[src/rtl/apu_pkg.sv]
// Shared APU definitions: frame-sequencer step masks, indexed by the current step.
package apu_pkg;

  localparam logic [7:0] LEN_STEPS   = 8'b0101_0101;
  localparam logic [7:0] SWEEP_STEPS = 8'b0100_0100;
  localparam logic [7:0] ENV_STEPS   = 8'b1000_0000;

endpackage

[src/rtl/apu_div_edge.sv]
// Selects the watched DIV bit for the current CPU speed and flags its falling edge.
module apu_div_edge #(
  parameter int SEL_NORMAL = 4,
  parameter int SEL_DOUBLE = 5
) (
  input  logic       clk,
  input  logic       reset,
  input  logic [7:0] div,
  input  logic       double_speed,
  output logic       sel,
  output logic       fall
);

  logic div_bit_q;

  // A mux switch can create an edge on its own; that is treated as a real event.
  assign sel  = double_speed ? div[SEL_DOUBLE] : div[SEL_NORMAL];
  assign fall = div_bit_q & ~sel;

  always_ff @(posedge clk) begin
    if (reset) div_bit_q <= 1'b0;
    else       div_bit_q <= sel;
  end

endmodule

[src/rtl/apu_frame_sequencer.sv]
// DIV-APU frame sequencer: turns DIV falling edges into length, sweep and envelope clock pulses.
module apu_frame_sequencer
  import apu_pkg::*;
#(
  parameter int SEL_NORMAL = 4,
  parameter int SEL_DOUBLE = 5
) (
  input  logic       clk,
  input  logic       reset,
  input  logic [7:0] div,
  input  logic       double_speed,
  input  logic       apu_power,
  output logic       clk256_en,
  output logic       clk128_en,
  output logic       clk64_en,
  output logic [2:0] step,
  output logic       length_odd
);

  logic sel;
  logic fall;
  logic power_q;
  logic skip_first;

  apu_div_edge #(
    .SEL_NORMAL (SEL_NORMAL),
    .SEL_DOUBLE (SEL_DOUBLE)
  ) u_div_edge (
    .clk          (clk),
    .reset        (reset),
    .div          (div),
    .double_speed (double_speed),
    .sel          (sel),
    .fall         (fall)
  );

  always_ff @(posedge clk) begin
    if (reset) begin
      power_q    <= 1'b0;
      skip_first <= 1'b0;
      step       <= 3'd0;
      clk256_en  <= 1'b0;
      clk128_en  <= 1'b0;
      clk64_en   <= 1'b0;
    end else begin
      power_q   <= apu_power;
      clk256_en <= 1'b0;
      clk128_en <= 1'b0;
      clk64_en  <= 1'b0;
      if (!apu_power) begin
        step       <= 3'd0;
        skip_first <= 1'b0;
      end else if (!power_q) begin
        // Watched bit already high at power-on: its coming fall is swallowed.
        skip_first <= sel;
      end else if (fall) begin
        if (skip_first) begin
          skip_first <= 1'b0;
        end else begin
          clk256_en <= LEN_STEPS[step];
          clk128_en <= SWEEP_STEPS[step];
          clk64_en  <= ENV_STEPS[step];
          step      <= step + 3'd1;
        end
      end
    end
  end

  assign length_odd = step[0];

endmodule

[config.mk]
export PLATFORM = sky130hd
export DESIGN_NAME = apu_frame_sequencer
export DESIGN_NICKNAME = d
export VERILOG_FILES = /design/src/rtl/apu_pkg.sv /design/src/rtl/apu_div_edge.sv /design/src/rtl/apu_frame_sequencer.sv
export SDC_FILE = /design/constraint.sdc
export NUM_CORES = 1
export LEC_CHECK = 0
export BUFFER_PORTS_ARGS = -buffer_cell sky130_fd_sc_hd__buf_2
export CORE_AREA = 2 2 39 41
export CTS_BUF_LIST = sky130_fd_sc_hd__clkbuf_2
export CTS_CLUSTER_SIZE = 40
export DETAILED_ROUTE_END_ITERATION = 16
export DIE_AREA = 0 0 41 43
export GPL_ROUTABILITY_DRIVEN = 0
export PLACE_DENSITY_LB_ADDON = 0.3
export SETUP_SLACK_MARGIN = 0.1
export SYNTH_ARGS = -nofsm -noshare
export SYNTH_HDL_FRONTEND = slang
export SYNTH_SLANG_ARGS = --single-unit
[constraint.sdc]
create_clock -name clk -period 1.36 [get_ports clk]
set_input_delay 0.272 -clock clk [delete_from_list [all_inputs] [get_ports clk]]
set_output_delay 0.272 -clock clk [all_outputs]
set_load 0.05 [all_outputs]
Yosys cells after proc, flatten, opt, wreduce, memory -nomap -nowiden
Memory sizes are Yosys's and may differ from the RTL's. A register that Yosys moved wholly into a read port is not among the register bits.
Cells that the tools add are included.
{ "op_classes": {"n_addsub": 1, "n_eq_ne": 1, "muxes": 3, "n_bitwise": 6, "n_reduce_logical": 3} }
{ "op_table": {"columns": ["operator", "n"], "rows": [
  ["$not 1->1", 5],
  ["$reduce_or 5->1", 1],
  ["$add 3x1->3 const B", 1],
  ["$mux 1", 3],
  ["$reduce_and 3->1", 1],
  ["$ne 2x2->1 const B", 1],
  ["$reduce_or 2->1", 1],
  ["$and 1x1->1", 1]
]} }
{ "totals": {"reg_bits": 6, "rom_bits": 24, "in_bits": 12, "out_inout_bits": 7, "elab_cells": 21, "mem_count": 3} }
{ "memory_table": {"columns": ["name", "depth", "width", "read_ports", "rd_ports_with_merged_regs", "wr", "line_no", "text"], "rows": [
  ["(no name shown)", 8, 1, 1, 1, 0, "apu_frame_sequencer.sv:62", "clk64_en <= ENV_STEPS[step];"],
  ["(no name shown)", 8, 1, 1, 1, 0, "apu_frame_sequencer.sv:61", "clk128_en <= SWEEP_STEPS[step];"],
  ["(no name shown)", 8, 1, 1, 1, 0, "apu_frame_sequencer.sv:60", "clk256_en <= LEN_STEPS[step];"]
]} }

Depth between registers and ports, before layout
{ "depth": {"ltp_word": 5, "ltp_mapped": 4, "ltp_nobuf": 4} }

By module
Synthesis repeated with hierarchy kept, for this count alone.
{ "hier_totals": {"hier_cells": 37, "area_unflattened_um2": 385.4} }
{ "modules_own_cells": {"columns": ["module", "n_inst", "cells_each", "area_each_um2", "seq_area_each_um2"], "rows": [
  ["apu_frame_sequencer", 1, 32, 341.6, 160.2],
  ["apu_div_edge", 1, 5, 43.8, 20.0]
]} }

Least setup slack after synthesis
Ideal clock, no wire load.
{ "synth_path": {"kind": "flip-flop to flip-flop", "from": "register step[0]", "to": "register step[1]", "setup_time_ps": 79, "arrival_time_ps": 1243, "t_required_ps": 1281, "setup_slack_ps": 37, "stages_incl_launch_ff": 4, "path_buffers": 0, "synth_period_minus_slack_ps": 1323, "path_cell_list": "dfxtp_1 inv_1 ha_1 a211oi_2"} }
{ "synth_via": {"elab_chain_cells": 1} }
{ "synth_lines": {"columns": ["item", "line_no", "text"], "rows": [
  ["from (decl)", "apu_frame_sequencer.sv:16", "output logic [2:0] step,"],
  ["from (signal assigned)", "apu_frame_sequencer.sv:63", "step <= step + 3'd1;"],
  ["$add 3x1->3", "apu_frame_sequencer.sv:63", null]
]} }
No other way between the ends.
A chain may end at the register's enable or synchronous reset.

Worst setup path after layout
{ "layout_path": {"from": "register step[0]", "to": "output port length_odd"} }
{ "layout_lines": {"columns": ["item", "line_no", "text"], "rows": [
  ["to (decl)", "apu_frame_sequencer.sv:17", "output logic length_odd"]
]} }
No word-level cell between the ends.

==> impl_summary.txt <==
----------------------------------------------------
[Synth]
  Distinct cells, synth ... 19
  Number of warnings issued by yosys ... 0
  Number of cells produced by synthesis ... 35
  Synthesis-stage register bit count ... 9
  Async S/R FF share, synth ... 0
  Synth Flop Type ... sky130_fd_sc_hd__dfxtp_1
  Mean instance size in the synthesized netlist ... approximately 10 µm²
  Post-Synthesis Cell Area ... about 370 µm²
  Number of enable-type register cells in the synthesized netlist ... 0
  Sequential area share after synthesis ... 0.4932
  Post-synthesis net count ... slightly below 50

[Route]
  Routed wire length ... roughly 600 µm
  Wire length on met1 ... 279 µm
  Number of design-rule violations left by the first detailed-router iteration ... 3
  DRT antenna net count ... 0
  Total via count after detailed routing ... ~290
  Routed wl met3 ... between 50 and 60 µm
  Final routed DRC violation total ... 0
  Routed len/inst ... 9.061 µm
  Routed length on met2 ... 251 µm
  Post-detailed-route via-to-cell ratio ... 4.364
  Highest signal layer in the routed design ... met4
  Total iterations of the first detailed-routing run ... 3

[Critical path]
  Critical Path Sink Type ... primary output
  Maximum fanout count along the critical path ... 8
  Cell-by-cell listing of the critical path ... clkbuf_4
  Required time of the critical path ... 1.09 ns
  Crit path buffers/inverters ... 1
  Path type of the worst setup path ... register to primary output
  Highest cell delay on the worst timing path ... around 0.40 ns
  Kind of cell with the highest combined delay on the critical path ... flip-flops
  Logic depth of the worst register-to-register path ... 3
  Number of logic stages on the critical path including buffering ... 1
  Crit path launch type ... register
  Arrival time of the worst setup path ... around 0.89 ns
  Cell with the biggest individual delay on the critical path ... sky130_fd_sc_hd__dfxtp_2

[Min path]
  Cells on Worst Hold Path ... 2
  Classification of the worst-slack hold path ... input port to register

[GRT]
  Global-route wire length before repair ... ~1.1 mm
  Antenna violations before repair ... 0
  Number of global-route vias before repair ... 242
  Total global routing overflow ... 0
  Largest net degree at the start of global routing ... 9
  GRT Overall Usage ... 0.09970

[Floorplanning]
  Number of I/O pins ... 19
  Overall die height ... 43 µm
  Number of core rows ... 14
  Overall die area ... approximately 1800 µm²
  Die X-Extent ... approximately 41 µm
  Initial cell density of the core ... 0.2640
  Placeable core area ... between 1000 and 1500 µm²

[Pwr]
  Cell area power density ... 1012 nW/µm²
  LEAKAGE ... between 0.2 and 0.25 nW
  Switching share of power ... 0.2292
  Share of power burned in combinational logic ... 0.077
  Pint ... about 0.36 mW
  Max IR drop VDD ... a little over 0.4 mV
  Net switching power ... between 0.1 and 0.15 mW
  Share of total power in the clock network ... 0.347
  Fraction of power consumed by sequential logic ... 0.576

[CTS]
  Sink Count ... 9
  Clk slew on worst S/H paths ... about 0.090 ns
  Worst-case clock buffer depth ... 2
  Clock tree from TritonCTS ... done
  Clock latency on the worst-skew pair ... ~0.24 ns
  Max H-tree Level ... 1
  Total of hold buffers inserted after clock tree synthesis ... 0
  Total CTS buffers ... 3
  Root buffer selected by CTS ... sky130_fd_sc_hd__clkbuf_2
  Post-CTS setup buffers ... 0

[STA]
  Hold Vio Cnt, Final ... 0
  Final worst path period share ... 0.8525
  Max-slew violation count ... 0
  Clock Skews ... 0.005248 ns
  Final worst path period need ... between 1 and 1.5 ns
  Worst max-slew margin expressed relative to the limit ... 0.8410
  Highest clock frequency the design can meet ... roughly 860 MHz
  Finish-stage setup viols ... 0
  Setup repair after global routing missed its margin ... yes
  Transition time at the pin with the least slew margin ... ~0.23 ns
  Setup Total Neg Slack ... 0 ns

[Final layout]
  Most common library cell in the layout ignoring fill and taps ... sky130_fd_sc_hd__buf_2
  Share of cells above drive strength 1 ... 0.4200
  Count of placed standard cells in the final layout, fillers left out ... 66
  Number of nets in the layout ... 65
  Area growth from synthesis to layout ... 27.74%
  Antenna diode count ... 0
  Most frequent cells in the layout ... sky130_fd_sc_hd__buf_2 (9), sky130_fd_sc_hd__dfxtp_1 (8), sky130_fd_sc_hd__inv_1 (4), sky130_fd_sc_hd__clkbuf_2 (4), sky130_fd_sc_hd__nor2_1 (3)

[Placement]
  DP Cell Count ... 62
  Port buffer count ... 12
  Detailed placer's ending HPWL ... around 430 µm

[Run status]
  Result of the run ... finished, final reports clean

[Job]
  Max-cap violations ... 0

----------------------------------------------------
==> path summary, 6_finish.rpt <==
kind,start,to,slack [ns]
max,step[0],length_odd,0.20
min reg2reg,skip_first,skip_first,0.50
max reg2reg,skip_first,step[1],0.35
min,reset,u_div_edge.div_bit_q,0.19
==> through the flow <==
| step | area [µm²] | hold slack (ns) | utilization | setup WS [ns] | total power [mW] |
|---|---|---|---|---|---|
| 2_1_floorplan | 366.6 | 0.3444 | - | 0.1287 | 0.3008 |
| 3_3_place_gp | 439.2 | 0.4388 | 0.3174 | 0.2584 | 0.3147 |
| 3_5_place_dp | 439.2 | 0.4428 | 0.3174 | 0.2643 | 0.3147 |
| 4_1_cts | 459.2 | 0.1658 | 0.3318 | 0.1152 | 0.4832 |
| 5_1_grt | 466.7 | 0.1375 | 0.3373 | 0.09815 | 0.5171 |
| 6_report | 466.7 | 0.1870 | 0.3373 | 0.2006 | 0.4722 |
==> sequential cells by signal (all words and copies together) (netlist names) <==
signal,flops
step,3
clk128_en,1
clk256_en,1
clk64_en,1
power_q,1
skip_first,1
u_div_edge.div_bit_q,1
==> Yosys cell counts, types with 2 or more instances <==
library cell | count | area [µm²]
sky130_fd_sc_hd__dfxtp_1 | 9 | 180.2
sky130_fd_sc_hd__nor2_1 | 3 | 11.26
sky130_fd_sc_hd__a21oi_1 | 2 | 10.01
sky130_fd_sc_hd__inv_1 | 4 | 15.01
sky130_fd_sc_hd__ha_1 | 2 | 25.02
sky130_fd_sc_hd__nand3_1 | 2 | 10.01
==> layout make-up <==
class / count / area (µm²)
Sequential cell: 9 / 181.4
Fill cell: 151 / 917.1
Clock buffer: 4 / 20.02
Inverter: 4 / 15.01
Multi-Input combinational cell: 21 / 162.7
Timing Repair Buffer: 12 / 67.56
Tap cell: 16 / 20.02
==> cell families after synthesis <==
logic type | after synthesis | share of synthesized area
simple gates | 11 | 0.1713
flops | 9 | 0.4931
compound gates | 7 | 0.1438
buf+inv | 5 | 0.06164
fa+ha+maj | 2 | 0.06848
mux | 1 | 0.06164
==> layer usage <==
metal | GRT usage | vias to the layer above
met1 | 0.1201 | 125
met4 | 0.08000 | 0
met3 | 0.07853 | 2
met2 | 0.1094 | 12
met5 | 0 | -
li1 | - | 149
==> power by group through the flow <==
stage / combinational, mW / clock (mW) / sequential, mW
3_5_place_dp: 0.0366 / 0 / 0.278
3_3_place_gp: 0.0366 / 0 / 0.278
5_1_grt: 0.0407 / 0.203 / 0.273
4_1_cts: 0.0366 / 0.175 / 0.272
2_1_floorplan: 0.0207 / 0 / 0.280
6_report: 0.0365 / 0.164 / 0.272
==> timing repair <==
item / CTS / global route
setup endpoints to repair: 0 / 3
hold endpoints to repair: 0 / 0
resized for setup: 0 / 4
Power figures use the tool's default switching activity.
